===== src/rtl/if_fetch_unit.sv =====
// Instruction-fetch stage: owns the PC, fetches via a req/ready memory handshake and
// drives the IF/ID register write, bubble, PC+4 and instruction fields.
module if_fetch_unit #(
  parameter logic [31:0] RESET_PC = 32'h0000_0000,
  parameter logic [31:0] EXC_PC   = 32'h8000_0004
) (
  input  logic        clk,
  input  logic        reset,
  input  logic        pc_write,
  input  logic        redirect,
  input  logic [31:0] redirect_pc,
  input  logic        exception,
  output logic        imem_req,
  output logic [31:0] imem_addr,
  input  logic        imem_ready,
  input  logic [31:0] imem_rdata,
  output logic [31:0] pc_out,
  output logic [31:0] instr_out,
  output logic        ifid_write,
  output logic        ifid_flush
);

  typedef enum logic [1:0] {StReq, StHold, StDrain} state_e;

  state_e      state_q, state_d;
  logic [31:0] pc_q, pc_d;
  logic        imem_req_q, imem_req_d;
  logic [31:0] imem_addr_q, imem_addr_d;
  logic [31:0] pc_out_q, pc_out_d;
  logic [31:0] instr_out_q, instr_out_d;
  logic        ifid_write_q, ifid_write_d;
  logic        ifid_flush_q, ifid_flush_d;

  logic        accept;
  logic        redir;
  logic        capture;
  logic [31:0] target;
  logic [31:0] pc_inc;

  // A ready strobe only counts while a request is actually on the bus.
  assign accept = imem_ready & imem_req_q;
  assign redir  = exception | redirect;
  assign target = exception ? EXC_PC : redirect_pc;
  assign pc_inc = pc_q + 32'd4;

  always_ff @(posedge clk) begin
    if (reset) begin
      state_q      <= StReq;
      pc_q         <= RESET_PC;
      imem_req_q   <= 1'b0;
      imem_addr_q  <= RESET_PC;
      pc_out_q     <= '0;
      instr_out_q  <= '0;
      ifid_write_q <= 1'b0;
      ifid_flush_q <= 1'b0;
    end else begin
      state_q      <= state_d;
      pc_q         <= pc_d;
      imem_req_q   <= imem_req_d;
      imem_addr_q  <= imem_addr_d;
      pc_out_q     <= pc_out_d;
      instr_out_q  <= instr_out_d;
      ifid_write_q <= ifid_write_d;
      ifid_flush_q <= ifid_flush_d;
    end
  end

  always_comb begin
    state_d = state_q;
    pc_d    = pc_q;
    capture = 1'b0;
    case (state_q)
      StReq: begin
        if (redir) begin
          pc_d = target;
          // An outstanding request must be drained before fetching the target.
          state_d = (imem_req_q && !accept) ? StDrain : StReq;
        end else if (accept) begin
          capture = 1'b1;
          if (pc_write) pc_d = pc_inc;
          else          state_d = StHold;
        end
      end
      StHold: begin
        if (redir) begin
          pc_d    = target;
          state_d = StReq;
        end else if (pc_write) begin
          pc_d    = pc_inc;
          state_d = StReq;
        end
      end
      StDrain: begin
        if (redir)  pc_d = target;
        if (accept) state_d = StReq;
      end
      default: state_d = StReq;
    endcase
  end

  always_comb begin
    imem_req_d   = (state_d != StHold);
    imem_addr_d  = (state_d == StDrain) ? imem_addr_q : pc_d;
    ifid_write_d = capture;
    ifid_flush_d = redir;
    instr_out_d  = capture ? imem_rdata : instr_out_q;
    pc_out_d     = capture ? pc_inc : pc_out_q;
  end

  assign imem_req   = imem_req_q;
  assign imem_addr  = imem_addr_q;
  assign pc_out     = pc_out_q;
  assign instr_out  = instr_out_q;
  assign ifid_write = ifid_write_q;
  assign ifid_flush = ifid_flush_q;

endmodule


===== config.mk =====
export PLATFORM = sky130hd
export DESIGN_NAME = if_fetch_unit
export DESIGN_NICKNAME = d
export VERILOG_FILES = /design/src/rtl/if_fetch_unit.sv
export SDC_FILE = /design/constraint.sdc
export NUM_CORES = 1
export LEC_CHECK = 0
export BUFFER_PORTS_ARGS = -buffer_cell sky130_fd_sc_hd__buf_2
export CAP_MARGIN = 20
export CORE_MARGIN = 2
export CORE_UTILIZATION = 50
export CTS_CLUSTER_SIZE = 24
export DETAILED_ROUTE_END_ITERATION = 6
export GPL_TIMING_DRIVEN = 0
export PLACE_DENSITY = 0.76
export SKIP_CTS_REPAIR_TIMING = 1
export SYNTH_ARGS = -nofsm -noshare
export SYNTH_HDL_FRONTEND = slang
export SYNTH_SLANG_ARGS = --single-unit

===== constraint.sdc =====
create_clock -name clk -period 3 [get_ports clk]
set_clock_uncertainty 0.2 [all_clocks]
set_input_delay 0.3 -clock clk [delete_from_list [all_inputs] [get_ports clk]]
set_output_delay 0.3 -clock clk [all_outputs]
set_load 0.05 [all_outputs]

==> flow_summary.json, run 1 <==
{
  "outcome": "completed",
  "grt_pass1_vias": 6807,
  "period_share_pct": 97.0,
  "synth_top_area_share_pct": 40.7,
  "synth_area_leader_cell": "dfxtp_1",
  "maxSlewHeadroom_pct": 24.8,
  "vias_per_cell": 6.20,
  "io-pin-count": 169,
  "hold_depth": 3,
  "dr.first_iter.drc_count": 904,
  "rows": 41,
  "cts_max_level": 4,
  "register_area_um2": 2660,
  "r2r_slack_ps": 90,
  "fillers": 1063,
  "gp_congestion": 1.03,
  "start_util_pct": 51.5,
  "synth-main-ff-cell": "dfxtp_1",
  "yosysMostFrequentCell": "dfxtp_1",
  "muxShareOfSynthArea_pct": 0.803,
  "drive_above_1_share_pct": 23.1,
  "whs_ps": 0.820,
  "min_to": "imem_addr[9]",
  "worstPathArrival_ps": 3040,
  "die_y_um": 118,
  "synth-edff-count": 0,
  "tightest_slew_ps": 1130,
  "clk_latency_ps": 420,
  "worstSetupPathType": "flop to flop",
  "dp_slack_ps": -135,
  "fmax_mhz": 344,
  "nets": 1101,
  "layout_min_cycle_time_ps": 2910,
  "synth_compound_area_share_pct": 24.5,
  "cts_root_buf": "clkbuf_16",
  "ys_top_cells_by_area": "dfxtp_1, a21oi_1, nand2_1, o21ai_0, nor2_1",
  "setup_slack_ps": 89.8,
  "final_max_slew_viol_count": 0,
  "seq_area_frac_synth_pct": 40.7,
  "avgSynthCellArea_um2": 8.08,
  "syn2layout_area_growth_pct": 31.3,
  "syn_area_um2": 6550,
  "vias": 7532,
  "power.density_nw_per_um2": 576,
  "multi_input_area_um2": 3490,
  "portBuffers": 167,
  "dr.pass1.iters": 6,
  "hold_viol": 0,
  "syn_nets": 881,
  "setup_viol": 0,
  "synthTopCellsByCount": "dfxtp_1, nand2_1, a21oi_1",
  "p_leak_uw": 0.00346,
  "yosysWarnings": 0,
  "antenna_found_initial": 0,
  "cts_sinks": 133,
  "grt_max_degree": 17,
  "track_usage_pct": 36.3,
  "worst_hold_path_type": "input port to flop",
  "reg2reg_depth": 6,
  "n_antenna_cell": 0,
  "die_area_um2": 14000,
  "worstHoldStart": "reset",
  "grt-ovfl-total": 0,
  "use_met3_pct": 8.98,
  "met1_usage_pct": 48.1,
  "synth_adder_area_share_pct": 0.191,
  "netlist_instances": 810,
  "r2r-start": "pc_q[11]",
  "met2_usage_pct": 58.1,
  "tritoncts": "done",
  "path_clk_slew_ps": 60,
  "endpoint_kind": "flop",
  "yosys.area_share.simple_pct": 23.6,
  "critPathRequiredTime_ps": 3130,
  "path_max_fanout": 8,
  "core_area_um2": 12700,
  "die_w_um": 118,
  "synth_top_family_by_area": "compound AO/OA/AOI/OAI gates",
  "r2r-end": "imem_addr[31]",
  "finalWirelength_um": 27100,
  "synth_xor_area_share_pct": 3.75,
  "grt-busiest-layer": "met2",
  "maxCapViolations": 0,
  "synth-seq-cells": 133,
  "drtAntennaViolNets": 0,
  "numCtsBuffers": 17,
  "hpwl_um": 18900,
  "tns_ps": 0,
  "clk_path_buf_depth": 2,
  "grt_pass1_wl_um": 39300,
  "ir_drop_uv": 369,
  "async_flop_share_pct": 0,
  "avgRoutedWirePerCell_um": 22.3,
  "drc": 0,
  "crit_path_start_kind": "flop",
  "ys_types": 75,
  "rsz0062_at_grt": "no"
}
worst max-delay path, cell delays in order (launching register included):
cell,delay (ps)
dfxtp_1,520
nand4_4,240
or3_2,500
clkbuf_1,240
nor4_4,470
mux2_2,390
a311oi_1,250
kinds of logic (layout without fill, tap and decap cells):
kind of cell	after synthesis	count (layout)
fa+ha+maj	1	1
mux	5	5
flops	133	133
simple gates	309	309
xor+xnor	28	28
buf+inv	84	317
compound gates	250	250
area by class of cell:
cell class	instances	share of cell area, %
buffer	73	4.45
clock buffer	18	4.99
clock inverter	14	2.31
inverter	11	0.480
multi-input combinational	593	40.6
sequential	133	31.0
tap	172	2.50
timing repair buffer	201	13.6
how the worst max path moves through the flow:
stage	start	slack (ps)	end
finish	pc_q[11]	90	imem_addr[31]
global route	pc_q[2]	10	imem_addr[18]
CTS	pc_q[5]	-150	imem_addr[31]
detailed placement	pc_q[5]	-140	imem_addr[31]
global placement	pc_q[5]	-130	imem_addr[31]
floorplan	pc_q[24]	470	imem_addr[31]
where the power goes:
part	internal, µW	total [µW]	switching, µW
clock network	1400	2260	856
registers	1850	1900	58.1
logic	235	792	557
layout by cell type, fill, tap and decap left out, drive strengths merged, types with 6 or more instances in the layout:
| master | instances |
|---|---|
| clkinv | 7 |
| or3 | 6 |
| clkbuf | 74 |
| buf | 183 |
| o221ai | 6 |
| inv | 13 |
| nand2 | 112 |
| and3 | 13 |
| a21oi | 86 |
| dfxtp | 133 |
| nor3 | 29 |
| a31oi | 20 |
| nand4 | 17 |
| a32o | 10 |
| xnor2 | 16 |
| o22ai | 7 |
| nand3 | 25 |
| a211oi | 18 |
| xor2 | 12 |
| nor4 | 16 |
| nor2 | 61 |
| o21ai | 50 |
| dlygate4sd3 | 33 |
flip-flops by register name, summed over array words and instances, names as in the netlist:
name / count
ifid_flush: 1
ifid_write: 1
imem_addr: 32
imem_req: 1
instr_out: 32
pc_out: 32
pc_q: 32
state_q: 2
stage by stage:
step           instance area [µm²]  instances  power (µW)  utilization [%]
6_report                      8600       1215        4950             67.6
5_1_grt                       8600       1215        5070             67.6
4_1_cts                       8230       1182        4890             64.7
3_5_place_dp                  7600       1150        2680             59.8
3_3_place_gp                  7600       1149        2670             59.7
2_1_floorplan                 6550        810        2420                -
metal layers:
metal  routed length, µm  part of all wire, %  up-vias
met3                2850                   11       74
met2               12300                   45      531
li1                    -                    -     3409
met5                   0                    0        -
met4                 844                  3.1        0
met1               11100                   41     3518
No activity file was read; power rests on OpenSTA's default activity.
==> run 2: changes to the inputs <==
clock period = 2.97 ns   (was 3 ns; I/O delays follow)
==> run 2 against run 1 <==
Against the previous run: die area is the same; largest cell class unchanged; clock power is essentially flat; highest routed layer unchanged; first-iteration DRC count grew 6.4%; cell count is the same; non-clock buffer count is the same; critical endpoint unchanged; total power grew 1.1%.
==> flow_summary.json, run 2 (synthesized netlist as in run 1, its figures left out) <==
{
  "outcome": "completed",
  "start_util_pct": 51.5,
  "cts_sinks": 133,
  "ir_drop_uv": 375,
  "r2r-start": "pc_q[11]",
  "finalPower_uw": 5010,
  "n_antenna_cell": 0,
  "setup_viol": 0,
  "drtAntennaViolNets": 0,
  "path_buf_inv": 1,
  "critPathMaxStageDelay_ps": 530,
  "dp_slack_ps": -165,
  "drive_above_1_share_pct": 23.2,
  "gp_congestion": 1.03,
  "dr.first_iter.drc_count": 962,
  "portBuffers": 167,
  "grt-ovfl-total": 0,
  "grt-busiest-layer": "met2",
  "power.density_nw_per_um2": 582,
  "p_leak_uw": 0.00346,
  "avgRoutedWirePerCell_um": 22.3,
  "track_usage_pct": 36.3,
  "nets": 1101,
  "clk_latency_ps": 430,
  "tns_ps": 0,
  "endpoint_kind": "flop",
  "dr.pass1.iters": 5,
  "layout_min_cycle_time_ps": 2930,
  "path_max_fanout": 8,
  "cts_max_level": 4,
  "syn2layout_area_growth_pct": 31.4,
  "path_clk_slew_ps": 70,
  "final_max_slew_viol_count": 0,
  "vias": 7553,
  "use_met3_pct": 8.98,
  "met2_usage_pct": 58.1,
  "crit_path_start_kind": "flop",
  "critPathRequiredTime_ps": 3100,
  "final_common_cell": "buf_2",
  "die_w_um": 118,
  "rows": 41,
  "core_area_um2": 12700,
  "antenna_found_initial": 0,
  "setup_slack_ps": 36.4,
  "die_area_um2": 14000,
  "met1_usage_pct": 48.1,
  "maxCapViolations": 0,
  "worstPathArrival_ps": 3070,
  "worstSetupPathType": "flop to flop",
  "hpwl_um": 18900,
  "rsz0062_at_grt": "yes",
  "period_share_pct": 98.8,
  "grt_pass1_vias": 6807,
  "crit_chain": "nand4_4 > or3_2 > clkbuf_1 > nor4_4 > mux2_2 > a311oi_1",
  "clk_path_buf_depth": 2,
  "crit_slowest_cell": "dfxtp_1",
  "finalWirelength_um": 27100,
  "path_delay_family": "simple AND/OR/NAND/NOR gates",
  "placed_cell_area_um2": 7600,
  "tightest_slew_ps": 1150,
  "die_y_um": 118,
  "hold_viol": 0,
  "vias_per_cell": 6.22,
  "fmax_mhz": 341,
  "io-pin-count": 169,
  "maxSlewHeadroom_pct": 23.1,
  "final_cell_mix": "buf_2, dfxtp_1, nand2_1",
  "worstSetupStartpoint": "pc_q[11]",
  "grt_pass1_wl_um": 39300,
  "cts_root_buf": "clkbuf_16",
  "grt_max_degree": 17,
  "final_area_um2": 8600,
  "numCtsBuffers": 17,
  "tritoncts": "done",
  "worst_hold_path_type": "input port to flop",
  "worstHoldStart": "reset",
  "drc": 0
}
[run 2: final timing paths]
path / to / slack (ps) / cells after the start
setup / recovery: imem_addr[31] / 40 / 6
hold / removal: imem_addr[9] / 5 / 3
hold reg to reg: pc_out[1] / 250 / 2
setup reg to reg: imem_addr[31] / 40 / 6
[run 2: power by group]
part | switching [µW] | leakage (µW) | internal [µW]
clock network | 867 | 0.000306 | 1420
registers | 59.0 | 0.00109 | 1860
logic | 563 | 0.00207 | 237
[run 2: metrics by stage]
stage	utilization, %	hold WS, ps	instances
after floorplan	-	232	810
after global placement	59.7	237	1149
after detailed placement	59.8	245	1150
after CTS	64.7	-98.4	1182
after global routing	67.6	13.7	1215
final	67.6	4.79	1215
[run 2: final cells by class]
| type | count | area (µm²) |
|---|---|---|
| buffer | 73 | 383 |
| clock buffer | 18 | 429 |
| fill | 1062 | 4120 |
| inverter | 11 | 41.3 |
| clock inverter | 14 | 199 |
| sequential | 133 | 2660 |
| timing repair buffer | 201 | 1170 |
| multi-input combinational | 593 | 3500 |
| tap | 172 | 215 |
[run 2: worst register-to-register path, cell delays in order (launching register included)]
cell and delay, ps:
dfxtp_1 530, nand4_4 250, or3_2 510, clkbuf_1 240, nor4_4 470, mux2_2 390, a311oi_1 250
[run 2: metal layers]
metal	routed length, µm	part of all wire (%)
met1	11000	41
met2	12400	46
met3	2880	11
met4	763	2.8
met5	0	0
==> run 3: changes to the inputs <==
BUFFER_PORTS_ARGS = unset   (was -buffer_cell sky130_fd_sc_hd__buf_2)
DONT_BUFFER_PORTS = 1   (was unset)
PLACE_DENSITY = unset   (was 0.76)
SETUP_SLACK_MARGIN = 0.2   (was unset)
==> run 3 against run 2 <==
Against the previous run: the run now ends with hold timing left; utilization down 5.9 points; non-clock buffer count decreased by 158; clock power fell by 5%; worst hold slack got worse by 61 ps; critical path depth is the same; maximum frequency grew 5.4%; cell count shrank 13%; first-iteration DRC count fell by 11%; die area did not move; critical endpoint is now imem_addr[6]; largest cell class unchanged.
==> flow_summary.json, run 3 (synthesized netlist as in run 1, its figures left out) <==
{
  "outcome": "complete, but fails checks",
  "violations": "hold timing",
  "grt-ovfl-total": 0,
  "power.density_nw_per_um2": 612,
  "hold_viol": 9,
  "maxSlewHeadroom_pct": 29.1,
  "cts_max_level": 4,
  "tns_ps": 0,
  "setup_slack_ps": 188,
  "core_area_um2": 12700,
  "path_max_fanout": 10,
  "rows": 41,
  "whs_ps": -55.8,
  "endpoint_kind": "flop",
  "die_y_um": 118,
  "placed_cells": 983,
  "rsz0062_at_grt": "yes",
  "io-pin-count": 169,
  "placed_cell_area_um2": 6770,
  "fin_cells": 1057,
  "period_share_pct": 93.7,
  "drive_above_1_share_pct": 10.4,
  "nets": 943,
  "final_max_slew_viol_count": 0,
  "grt_pass1_wl_um": 38100,
  "clk_latency_ps": 420,
  "start_util_pct": 51.5,
  "dp_slack_ps": -176,
  "clk_path_buf_depth": 2,
  "hpwl_um": 19100,
  "final_common_cell": "dfxtp_1",
  "fmax_mhz": 359,
  "cts_sinks": 133,
  "tritoncts": "done",
  "antenna_found_initial": 1,
  "die_w_um": 118,
  "avgRoutedWirePerCell_um": 25.7,
  "dr.pass1.iters": 6,
  "ir_drop_uv": 349,
  "crit_path_start_kind": "flop",
  "drtAntennaViolNets": 0,
  "die_area_um2": 14000,
  "vias": 7033,
  "final_area_um2": 7860,
  "tightest_slew_ps": 1060,
  "grt_max_degree": 17,
  "numCtsBuffers": 17,
  "final_cell_mix": "dfxtp_1, nand2_1, a21oi_1",
  "dr.first_iter.drc_count": 858,
  "drc": 0,
  "vias_per_cell": 6.65,
  "worstPathArrival_ps": 2860,
  "track_usage_pct": 36.2,
  "portBuffers": 0,
  "worstSetupPathType": "flop to flop",
  "gp_congestion": 0.973,
  "worst_hold_path_type": "input port to flop",
  "fillers": 1082,
  "path_clk_slew_ps": 60,
  "critPathRequiredTime_ps": 3050,
  "layout_min_cycle_time_ps": 2780,
  "p_leak_uw": 0.00272,
  "syn2layout_area_growth_pct": 20.0,
  "setup_viol": 0,
  "grt_pass1_vias": 6392,
  "finalWirelength_um": 27100,
  "cts_root_buf": "clkbuf_16",
  "maxCapViolations": 0
}
-- run 3: area by class of cell --
cell class / instances / area (µm²) / area share [%]
antenna: 1 / 2.50 / 0.0319
buffer: 73 / 385 / 4.91
clock buffer: 19 / 443 / 5.64
clock inverter: 12 / 155 / 1.97
inverter: 11 / 41.3 / 0.526
multi-input combinational: 593 / 3530 / 44.9
sequential: 133 / 2670 / 34.0
tap: 172 / 215 / 2.74
timing repair buffer: 43 / 415 / 5.29
-- run 3: worst max-delay path, stage by stage (launching register included) --
cell,delay (ps)
dfxtp_1,470
and2_1,180
clkbuf_1,360
clkbuf_1,650
nor2_1,170
o221ai_1,460
o22ai_1,150
-- run 3: path summary, 6_finish.rpt --
check,end,slack [ps],startpoint,cells past startpoint
setup / recovery,imem_addr[6],190,state_q[1],6
hold / removal,pc_q[18],-60,redirect_pc[18],2
setup reg to reg,imem_addr[6],190,state_q[1],6
hold reg to reg,pc_out[1],270,pc_q[1],2
-- run 3: power breakdown --
| group | internal, µW | switching (µW) | total, µW |
|---|---|---|---|
| Clock | 1340 | 827 | 2170 |
| Combinational | 174 | 325 | 500 |
| Sequential | 1870 | 275 | 2140 |
-- run 3: through the flow --
| stage | util (%) | hold slack (ps) | power (µW) |
|---|---|---|---|
| floorplan | - | 232 | 2450 |
| global placement | 53.1 | 235 | 2600 |
| detailed placement | 53.2 | 240 | 2610 |
| CTS | 57.9 | -196 | 4740 |
| global route | 61.7 | -11.2 | 4950 |
| finish | 61.8 | -55.8 | 4810 |
-- run 3: layer usage --
metal / part of all wire [%] / track usage (%) / vias up
li1: - / - / 3091
met1: 39 / 47.3 / 3339
met2: 45 / 54.7 / 519
met3: 12 / 11.5 / 84
met4: 4.0 / 15.7 / 0
met5: 0 / 0 / -
